--- src/rtl/controle_pisca_leds.sv ---
// controle_pisca_leds
// LED blink sequencer: a single start pulse shows a latched 4-bit mask for
// N_PISCAS lit phases of T_ON cycles each, separated by T_OFF-cycle dark
// phases, then pulses fim for one cycle. cancelar or reset abort silently.
`timescale 1ns/1ps

module controle_pisca_leds #(
    parameter int unsigned T_ON     = 3,
    parameter int unsigned T_OFF    = 2,
    parameter int unsigned N_PISCAS = 2,
    parameter int unsigned W_CNT    = 16,
    parameter int unsigned W_N      = 4
) (
    input  logic       clock,
    input  logic       reset,
    input  logic       iniciar,
    input  logic       cancelar,
    input  logic [3:0] padrao,
    output logic [3:0] leds,
    output logic       ocupado,
    output logic       fim,
    output logic [2:0] db_estado
);

    typedef enum logic [2:0] {
        OCIOSO  = 3'd0,
        ACESO   = 3'd1,
        APAGADO = 3'd2,
        FIM     = 3'd3
    } estado_t;

    localparam logic [W_CNT-1:0] TIMER_FIM_ACESO   = W_CNT'(T_ON - 1);
    localparam logic [W_CNT-1:0] TIMER_FIM_APAGADO = W_CNT'(T_OFF - 1);
    localparam logic [W_N-1:0]   ALVO_PISCAS       = W_N'(N_PISCAS);

    estado_t          estado, estadoProx;
    logic [W_CNT-1:0] timer, timerProx;
    logic [W_N-1:0]   contagem, contagemProx;
    logic [W_N-1:0]   contagemInc;
    logic [3:0]       mascara, mascaraProx;

    // State, phase timer, blink counter and latched mask registers
    always_ff @(posedge clock) begin
        if (reset) begin
            estado   <= OCIOSO;
            timer    <= '0;
            contagem <= '0;
            mascara  <= '0;
        end else begin
            estado   <= estadoProx;
            timer    <= timerProx;
            contagem <= contagemProx;
            mascara  <= mascaraProx;
        end
    end

    // Next-state and datapath update; cancelar overrides everything outside OCIOSO
    always_comb begin
        estadoProx   = estado;
        timerProx    = timer;
        contagemProx = contagem;
        mascaraProx  = mascara;
        contagemInc  = contagem + W_N'(1);

        if (cancelar && (estado != OCIOSO)) begin
            estadoProx   = OCIOSO;
            timerProx    = '0;
            contagemProx = '0;
        end else begin
            case (estado)
                OCIOSO: begin
                    if (iniciar && !cancelar) begin
                        estadoProx   = ACESO;
                        timerProx    = '0;
                        contagemProx = '0;
                        mascaraProx  = padrao;
                    end
                end
                ACESO: begin
                    if (timer == TIMER_FIM_ACESO) begin
                        timerProx    = '0;
                        contagemProx = contagemInc;
                        estadoProx   = (contagemInc == ALVO_PISCAS) ? FIM : APAGADO;
                    end else begin
                        timerProx = timer + W_CNT'(1);
                    end
                end
                APAGADO: begin
                    if (timer == TIMER_FIM_APAGADO) begin
                        timerProx  = '0;
                        estadoProx = ACESO;
                    end else begin
                        timerProx = timer + W_CNT'(1);
                    end
                end
                FIM: begin
                    estadoProx   = OCIOSO;
                    timerProx    = '0;
                    contagemProx = '0;
                end
                default: begin
                    estadoProx   = OCIOSO;
                    timerProx    = '0;
                    contagemProx = '0;
                end
            endcase
        end
    end

    // Moore output decode from registered state and mask
    always_comb begin
        leds      = '0;
        ocupado   = 1'b0;
        fim       = 1'b0;
        db_estado = estado;
        case (estado)
            ACESO: begin
                leds    = mascara;
                ocupado = 1'b1;
            end
            APAGADO: ocupado = 1'b1;
            FIM: begin
                ocupado = 1'b1;
                fim     = 1'b1;
            end
            default: ;
        endcase
    end

endmodule

--- config.mk ---
export PLATFORM = sky130hd
export DESIGN_NAME = controle_pisca_leds
export DESIGN_NICKNAME = d
export VERILOG_FILES = /design/src/rtl/controle_pisca_leds.sv
export SDC_FILE = /design/constraint.sdc
export NUM_CORES = 1
export LEC_CHECK = 0
export BUFFER_PORTS_ARGS = -buffer_cell sky130_fd_sc_hd__buf_2
export CORE_MARGIN = 3
export CORE_UTILIZATION = 61
export CTS_CLUSTER_SIZE = 40
export DETAILED_ROUTE_END_ITERATION = 10
export PLACE_DENSITY_LB_ADDON = 0.1
export RECOVER_POWER = 50
export SYNTH_ARGS = -nofsm -noshare
export SYNTH_HDL_FRONTEND = slang
export SYNTH_SLANG_ARGS = --single-unit
--- constraint.sdc ---
create_clock -name clock -period 5.6 [get_ports clock]
set_clock_uncertainty 0.15 [all_clocks]
set_input_delay 0.28 -clock clock [delete_from_list [all_inputs] [get_ports clock]]
set_output_delay 0.28 -clock clock [all_outputs]
set_load 0.02 [all_outputs]
==> flow_metrics.py, run 1 <==
metrics = {
    "final_layout": {
        "area_growth_pct": 7.583,
        "nNetsFinal": 209,
        "n_antenna_cell": 0,
        "layout-drive-gt1-share_pct": 11.58,
    },
    "cts": {
        "cts_resized": 0,
        "tritoncts": "done",
        "clockBufferDepth": 2,
        "cts_root_buffer": "clkbuf_4",
        "cts_setup_buffers": 0,
        "clkTransAtPathRegs_ps": 140,
        "clock_latency_ps": 330,
        "cts_buffers": 3,
        "cts_num_sinks": 26,
        "hold_buffers": 0,
        "cts_max_level": 1,
    },
    "timing": {
        "period_needed_ps": 2490,
        "fin_ws_ps": 3110,
        "fmax_ghz": 0.4017,
        "fin_crit_sh_pct": 44.46,
        "rsz0062_at_grt": "no",
        "tightest_slew_ps": 736.8,
        "relSlewSlack_pct": 50.85,
        "setup_viol": 0,
        "maxSlewViolCount": 0,
        "hold_viol": 0,
        "fin_tns_setup_ps": 0,
    },
    "grt": {
        "grt_max_degree": 15,
        "busiest_layer": "met2",
        "grt_use_met1_pct": 29.12,
        "grtUsageMet3_pct": 3.248,
        "grt_pass1_wl_mm": 5.658,
        "grt_use_met2_pct": 35.98,
        "gr-total-overflow": 0,
        "grt_pass1_vias": 1304,
        "grt_usage_pct": 22.24,
        "grt_antenna_before_repair": 0,
    },
    "logic_synthesis": {
        "netlist_area_sq_um": 1501,
        "netlist_instances": 175,
        "synth-edff-count": 0,
        "synth_nets": 193,
        "yosysSeqAreaShare_pct": 34.67,
        "synth.most_common_cell": "dfxtp_1",
        "synth_area_leaders": "dfxtp_1 35%, ha_1 8.3%, nor2_1 5.2%, nand3_1 4.0%, nand2_1 3.8%",
        "netlist.area_leader.share_pct": 34.67,
        "synth.distinct_cells": 43,
        "avgSynthCellArea_sq_um": 8.580,
        "synth_commonest_cells": "26 x dfxtp_1, 21 x nor2_1, 15 x nand2_1, 12 x nand3_1, 10 x ha_1",
        "async_flop_share_pct": 0,
        "synth_area_leader_cell": "dfxtp_1",
        "ys.flop_type": "dfxtp_1",
        "ys.warnings.count": 0,
        "synth-seq-cells": 26,
    },
    "run": {
        "cap_violations": 0,
    },
    "worst_setup_path": {
        "crit_fanout": 13,
        "critPathRequiredTime_ps": 5670,
        "endpoint_kind": "flip-flop",
        "arrival_ps": 2560,
        "crit_type": "reg2reg",
        "slowest_delay_ps": 690,
        "cp_slowest_cell": "nor3_1",
        "critPathLaunchType": "flip-flop",
        "crit_chain": "inv_1 -> ha_1 -> and2_0 -> nor3_1 -> mux2i_1 -> nor2_1",
    },
    "detailed_routing": {
        "dr_total_vias": 1324,
        "drc_errors": 0,
        "finalWirelength_mm": 3.218,
        "postRouteAntennaNets": 0,
        "first_pass_iters": 4,
        "drtIter0Drc": 40,
        "drt-vias-per-instance": 6.073,
        "wl_per_cell_microns": 14.76,
    },
    "floorplanning": {
        "die_h_microns": 55.61,
        "die_area_sq_um": 3092,
        "num_rows": 17,
        "die_w_microns": 55.61,
        "io_pins": 17,
        "core_area_sq_um": 2276,
        "initial_core_util_pct": 65.97,
    },
    "place": {
        "port_buffers": 15,
        "gp_congestion": 0.7991,
        "hpwl_mm": 2.337,
        "place_ws_ps": 3351,
    },
    "hold_path": {
        "hold_class": "in2reg",
    },
    "pwr": {
        "leakagePower_uw": 0.0006055,
        "p_per_area_nw_per_um2": 272.6,
        "ir_drop_v": 0.0002029,
    },
    "outcome": {
        "status": "completed",
    },
}
==> cell usage in the layout (no fill, tap or decap), types with 2 or more instances in the layout <==
cell type,instances
nor4_2,3
clkbuf_1,7
nor3_1,3
and2_0,2
xnor2_1,5
inv_1,8
nor2_1,21
a21oi_1,4
xor2_1,6
a211o_1,2
nor3b_1,3
nand3_1,12
clkbuf_4,3
a31oi_1,4
ha_1,10
nand2_1,15
buf_2,8
o31ai_1,2
dfxtp_1,26
mux2i_1,5
or3_1,6
and2_1,4
nand4_1,9
==> metal layers <==
layer | routed length (microns) | vias up
li1 | - | 658
met4 | 26 | 0
met1 | 1596 | 629
met2 | 1473 | 33
met5 | 0 | -
met3 | 122 | 4
==> path summary, 6_finish.rpt <==
kind / startpoint / end / slack, ps / cells after the start
min: reset / mascara[2] / 20 / 2
max: db_estado[0] / contagem[3] / 3110 / 6
max reg2reg: db_estado[0] / contagem[3] / 3110 / 6
min reg2reg: mascara[2] / mascara[2] / 360 / 2
==> cell families (layout without fill, tap and decap cells) <==
group	count (synthesis)	in the layout	synth area share, %
AO/OA/AOI/OAI	21	21	10.67
XOR/XNOR	11	11	6.417
adder cells (fa/ha/maj)	10	10	8.333
buffers and inverters	12	27	3.250
flip-flops	26	26	34.67
multiplexers	5	5	3.333
other	1	1	0.2498
AND/OR/NAND/NOR	89	89	33.09
==> registers in the layout, summed over array words and instances (netlist names) <==
| register | cells |
|---|---|
| db_estado | 2 |
| timer | 16 |
| contagem | 4 |
| mascara | 4 |
==> cell type report <==
cell class,count,area (sq um)
well taps,28,35.03
fillers,179,660.6
flip-flops and latches,26,520.5
multi-input cells,137,927.1
inverters,8,30.03
clock buffers,4,36.28
repair buffers,15,66.31
==> worst max-delay path, delay by kind of cell, from the launching register on <==
kind | cells | cell delay, ps
simple gates | 3 | 1150
flops | 1 | 440
mux | 1 | 270
fa+ha+maj | 1 | 260
buf+inv | 1 | 110
==> report_power, final <==
group	switching, uW	internal, uW
registers	8.92	194
clock network	59.0	39.8
logic	99.0	39.9
==> stage by stage <==
step           utilization (%)  hold slack [ps]  instances  area (sq um)  power [uW]
5_1_grt                  70.97            18.21        218          1615       466.2
3_3_place_gp             69.98            318.6        214          1593       340.3
3_5_place_dp             69.98            336.8        214          1593       347.2
2_1_floorplan                -            202.4        175          1501       311.6
4_1_cts                  71.58            15.08        218          1629       445.2
6_report                 70.97            19.10        218          1615       440.3
Power figures use the tool's default switching activity.
==> inputs of run 2 (changes only) <==
--- a/config.mk
+++ b/config.mk
@@ -5,9 +5,10 @@
 export SDC_FILE = /design/constraint.sdc
 export NUM_CORES = 1
 export LEC_CHECK = 0
+export ABC_AREA = 1
 export BUFFER_PORTS_ARGS = -buffer_cell sky130_fd_sc_hd__buf_2
 export CORE_MARGIN = 3
-export CORE_UTILIZATION = 61
+export CORE_UTILIZATION = 58
 export CTS_CLUSTER_SIZE = 40
 export DETAILED_ROUTE_END_ITERATION = 10
 export PLACE_DENSITY_LB_ADDON = 0.1
==> constraint.sdc (replaced) <==
create_clock -name clock -period 2.5 [get_ports clock]
set_clock_uncertainty 0.15 [all_clocks]
set_input_delay 0.125 -clock clock [delete_from_list [all_inputs] [get_ports clock]]
set_output_delay 0.125 -clock clock [all_outputs]
set_load 0.02 [all_outputs]
==> flow_metrics.py, run 2 <==
metrics = {
    "outcome": {
        "status": "completed",
    },
    "cts": {
        "cts_max_level": 1,
        "cts_num_sinks": 26,
        "tritoncts": "done",
        "clkTransAtPathRegs_ps": 130,
        "cts_buffers": 3,
        "cts_root_buffer": "clkbuf_4",
        "clockBufferDepth": 2,
        "clock_latency_ps": 310,
    },
    "worst_setup_path": {
        "regToRegEndpoint": "contagem[0]",
        "r2r_start": "db_estado[1]",
        "crit_type": "reg2reg",
        "arrival_ps": 2160,
        "r2r_slack_ps": 390,
        "crit_chain": "inv_1 -> ha_1 -> nand2_1 -> inv_4 -> nor2_1 -> nand2_1 -> nand2_1 -> a21oi_1",
        "reg2reg_depth": 8,
        "slowest_delay_ps": 400,
        "crit_fanout": 12,
        "critPathLaunch": "db_estado[1]",
        "cp_slowest_cell": "dfxtp_1",
        "critPathRequiredTime_ps": 2550,
        "cp_common_cell": "nand2_1",
        "endpoint_kind": "flip-flop",
        "critPathLaunchType": "flip-flop",
    },
    "pwr": {
        "p_per_area_nw_per_um2": 721.1,
        "ir_drop_v": 0.0007780,
        "p_total_uw": 1307,
        "leakagePower_uw": 0.0007666,
    },
    "floorplanning": {
        "io_pins": 17,
        "die_w_microns": 59.47,
        "num_rows": 18,
        "die_h_microns": 59.47,
        "initial_core_util_pct": 64.01,
        "die_area_sq_um": 3536,
        "core_area_sq_um": 2590,
    },
    "logic_synthesis": {
        "synth_area_leader_cell": "dfxtp_1",
        "synth-edff-count": 0,
        "synth_area_leaders": "dfxtp_1 31%, nand2_1 14%, nor2_1 7.9%, ha_1 7.5%, nand3_1 6.6%",
        "synth.most_common_cell": "nand2_1",
        "ys.flop_type": "dfxtp_1",
        "avgSynthCellArea_sq_um": 6.822,
        "async_flop_share_pct": 0,
        "netlist_area_sq_um": 1658,
        "netlist_instances": 243,
        "synth_commonest_cells": "60 x nand2_1, 35 x nor2_1, 27 x inv_1, 26 x dfxtp_1, 22 x nand3_1",
        "ys.warnings.count": 0,
        "synth-seq-cells": 26,
        "yosysSeqAreaShare_pct": 31.40,
        "synth.distinct_cells": 28,
        "netlist.area_leader.share_pct": 31.40,
        "synth_nets": 261,
    },
    "final_layout": {
        "layout-drive-gt1-share_pct": 7.547,
        "largestRegisters": "timer (16), contagem (4), mascara (4)",
        "largest_reg_flops": 16,
        "largest_register": "timer",
        "area_growth_pct": 9.359,
        "stdcell_area_sq_um": 1813,
        "most-common-layout-cells": "62 x nand2_1, 36 x nor2_1, 27 x inv_1, 26 x dfxtp_1, 22 x nand3_1",
        "mostFrequentLayoutCell": "nand2_1",
        "nNetsFinal": 285,
        "n_antenna_cell": 0,
        "fin_util_pct": 70.00,
    },
    "timing": {
        "maxSlewViolCount": 0,
        "period_needed_ps": 2113,
        "rsz0062_at_grt": "no",
        "fin_crit_sh_pct": 84.54,
        "fmax_ghz": 0.4732,
        "fin_tns_setup_ps": 0,
        "hold_viol": 0,
        "fin_ws_ps": 386.5,
        "setup_viol": 0,
    },
    "detailed_routing": {
        "dr_total_vias": 1569,
        "finalWirelength_mm": 3.560,
        "drc_errors": 0,
        "wl_per_cell_microns": 12.07,
        "first_pass_iters": 4,
        "postRouteAntennaNets": 0,
        "drtIter0Drc": 66,
        "drt-vias-per-instance": 5.319,
    },
    "place": {
        "placed_cell_area_sq_um": 1727,
        "hpwl_mm": 2.498,
        "place_ws_ps": 576.1,
        "port_buffers": 15,
        "gp_congestion": 0.8493,
    },
    "run": {
        "cap_violations": 0,
    },
    "grt": {
        "gr-total-overflow": 0,
        "grt_antenna_before_repair": 0,
        "grt_usage_pct": 22.64,
        "grt_max_degree": 14,
        "grt_pass1_vias": 1444,
        "grt_pass1_wl_mm": 6.175,
    },
    "hold_path": {
        "worstHoldPathCells": 4,
        "whs_endpoint": "mascara[1]",
        "hold_start": "iniciar",
        "hold_class": "in2reg",
    },
}
## run 2: metrics by stage
step	hold slack [ps]	cells
2_1_floorplan	44.07	243
3_3_place_gp	233.8	283
3_5_place_dp	237.6	283
4_1_cts	136.4	295
5_1_grt	214.6	295
6_report	192.9	295
## run 2: logic make-up after synthesis
kind of cell,count (synthesis),synth area share (%)
other,1,0.2262
and+or+nand+nor,142,40.00
AOI/OAI and AO/OA,23,7.774
buffers and inverters,34,9.358
adders and majority gates,10,7.547
DFF,26,31.40
xor gates and xnor gates,7,3.698
## run 2: how the worst max path moves through the flow
stage / slack [ps] / cells after the start / end
floorplan: 670 / 9 / contagem[2]
global placement: 650 / 8 / timer[3]
detailed placement: 580 / 8 / timer[3]
CTS: 460 / 6 / mascara[3]
global route: 190 / 8 / contagem[1]
finish: 390 / 8 / contagem[0]
## run 2: worst max-delay path, delay by kind of cell (launching register included)
kind                     cells  cell delay (ps)
AO/OA/AOI/OAI                1               50
adder cells (fa/ha/maj)      1              290
buffers and inverters        2              270
flip-flops                   1              400
AND/OR/NAND/NOR              4              830
## run 2: cell type report
type	count	area, sq um
clock buffer	3	22.52
fill	228	777.0
inverter	29	111.4
multi-input combinational	183	964.7
sequential	26	520.5
tap	30	37.54
timing repair buffer	24	156.4
## run 2: timing repair
| item | 4_1_cts | 5_1_grt |
|---|---|---|
| buffers inserted | 0 | 0 |
| resized for setup | 0 | 0 |
| hold buffers | 9 | 0 |
| setup endpoints to repair | 0 | 0 |
| hold endpoints to repair | 6 | 0 |
## run 2: metal layers
metal / part of all wire, % / up-vias / routed length [microns] / global-route usage [%]
li1: - / 817 / - / -
met1: 47 / 706 / 1661 / 26.66
met2: 48 / 40 / 1720 / 41.34
met3: 3.8 / 6 / 136 / 2.832
met4: 1.2 / 0 / 42 / 8.091
met5: 0 / - / 0 / 0
## run 2: power breakdown
group | total, uW | internal [uW] | switching (uW)
logic | 668 | 186 | 483
clock network | 171 | 56.4 | 114
registers | 468 | 442 | 26.1
==> inputs of run 3 (changes only) <==
==> constraint.sdc (replaced) <==
create_clock -name clock -period 2 [get_ports clock]
set_clock_uncertainty 0.15 [all_clocks]
set_input_delay 0.1 -clock clock [delete_from_list [all_inputs] [get_ports clock]]
set_output_delay 0.1 -clock clock [all_outputs]
set_load 0.02 [all_outputs]
==> flow_metrics.py, run 3 (synthesis gave the netlist of run 2 again) <==
metrics = {
    "outcome": {
        "status": "completed",
    },
    "detailed_routing": {
        "dr_total_vias": 1577,
        "wl_per_cell_microns": 12.11,
        "finalWirelength_mm": 3.633,
        "drt-vias-per-instance": 5.257,
        "postRouteAntennaNets": 0,
        "drc_errors": 0,
        "first_pass_iters": 4,
        "drtIter0Drc": 76,
    },
    "final_layout": {
        "most-common-layout-cells": "61 x nand2_1, 35 x nor2_1, 27 x inv_1, 26 x dfxtp_1, 22 x nand3_1",
        "largest_reg_flops": 16,
        "n_antenna_cell": 0,
        "largest_register": "timer",
        "area_growth_pct": 13.28,
        "nNetsFinal": 289,
        "largestRegisters": "timer (16), contagem (4), mascara (4)",
        "instances_no_fill": 300,
        "fin_util_pct": 72.51,
        "fillers": 232,
        "layout-drive-gt1-share_pct": 11.11,
        "mostFrequentLayoutCell": "nand2_1",
    },
    "worst_setup_path": {
        "slowest_delay_ps": 580,
        "cp_slowest_cell": "dlygate4sd3_1",
        "arrival_ps": 1990,
        "crit_fanout": 8,
        "endpoint_kind": "flip-flop",
        "crit_type": "reg2reg",
        "crit_buf_inv": 2,
        "critPathLaunchType": "flip-flop",
        "crit_chain": "inv_1 -> ha_2 -> nand4_1 -> dlygate4sd3_1 -> a21oi_1",
        "path_delay_family": "buffers and inverters",
        "critPathRequiredTime_ps": 2090,
    },
    "timing": {
        "hold_viol": 0,
        "fin_crit_sh_pct": 94.70,
        "fin_tns_setup_ps": 0,
        "fmax_ghz": 0.5280,
        "period_needed_ps": 1894,
        "maxSlewViolCount": 0,
        "setup_viol": 0,
        "whs_ps": 121.1,
        "rsz0062_at_grt": "no",
    },
    "cts": {
        "tritoncts": "done",
        "clockBufferDepth": 2,
        "clock_latency_ps": 310,
        "cts_num_sinks": 26,
        "cts_max_level": 1,
        "cts_root_buffer": "clkbuf_4",
        "cts_setup_buffers": 0,
        "cts_buffers": 3,
        "clkTransAtPathRegs_ps": 130,
    },
    "floorplanning": {
        "initial_core_util_pct": 64.01,
        "io_pins": 17,
        "die_area_sq_um": 3536,
        "num_rows": 18,
        "die_h_microns": 59.47,
        "core_area_sq_um": 2590,
        "die_w_microns": 59.47,
    },
    "pwr": {
        "leakagePower_uw": 0.0008015,
        "ir_drop_v": 0.0009560,
        "p_per_area_nw_per_um2": 929.4,
    },
    "place": {
        "port_buffers": 15,
        "hpwl_mm": 2.548,
        "gp_congestion": 0.8299,
        "post-place-cells": 286,
    },
    "grt": {
        "grt_max_degree": 15,
        "grt_antenna_before_repair": 0,
        "gr-total-overflow": 0,
        "grt_usage_pct": 22.91,
        "grt_pass1_vias": 1474,
        "grt_pass1_wl_mm": 6.189,
    },
    "hold_path": {
        "hold_class": "in2reg",
    },
    "run": {
        "cap_violations": 0,
    },
}
## run 3: cell count changes in the layout (fill, tap and decap cells not counted), sizes merged
cell,delta
dlygate4sd3,+1
buf,+5
clkbuf,-1
## run 3: stage by stage
step           worst slack (ps)  area, sq um  power (uW)
2_1_floorplan             168.9         1658        1329
3_3_place_gp              179.7         1749        1461
3_5_place_dp              134.2         1749        1477
4_1_cts                   96.64         1886        1762
5_1_grt                   20.72         1878        1880
6_report                  106.0         1878        1745
## run 3: final timing paths
kind,start,to,slack [ps],cells past startpoint
max,db_estado[0],mascara[1],110,5
min,iniciar,mascara[2],120,4
max reg2reg,db_estado[0],mascara[1],110,5
min reg2reg,mascara[2],mascara[2],340,2
## run 3: what timing repair did
action,4_1_cts,5_1_grt
hold endpoints to repair,5,0
hold buffers,10,0
endpoints found under the setup margin,0,8
resized for setup,0,1
## run 3: tightest hold or removal path, stage by stage
cell     delay (ps)
buf_2           140
nand3_1         160
nand2_1          90
a21oi_1          60
## run 3: report_power, final
group,total (uW),leakage (uW),switching [uW],internal (uW)
sequential,585,0.000210,32.3,553
combinational,904,0.000570,634,270
clock,256,0.0000210,145,111
## run 3: cell type report
| type | instances | area, sq um | share of cell area, % |
|---|---|---|---|
| Inverter | 29 | 111.4 | 5.929 |
| Sequential cell | 26 | 520.5 | 27.71 |
| Timing Repair Buffer | 28 | 190.2 | 10.13 |
| Tap cell | 30 | 37.54 | 1.999 |
| Clock buffer | 4 | 36.28 | 1.932 |
| Multi-Input combinational cell | 183 | 982.2 | 52.30 |
## run 3: layer usage
| layer | share of wire [%] | vias up | wire, microns | global-route usage, % |
|---|---|---|---|---|
| li1 | - | 825 | - | - |
| met1 | 45 | 716 | 1620 | 26.00 |
| met2 | 50 | 28 | 1823 | 41.97 |
| met3 | 2.9 | 8 | 107 | 2.397 |
| met4 | 2.3 | 0 | 82 | 11.00 |
| met5 | 0 | - | 0 | 0 |
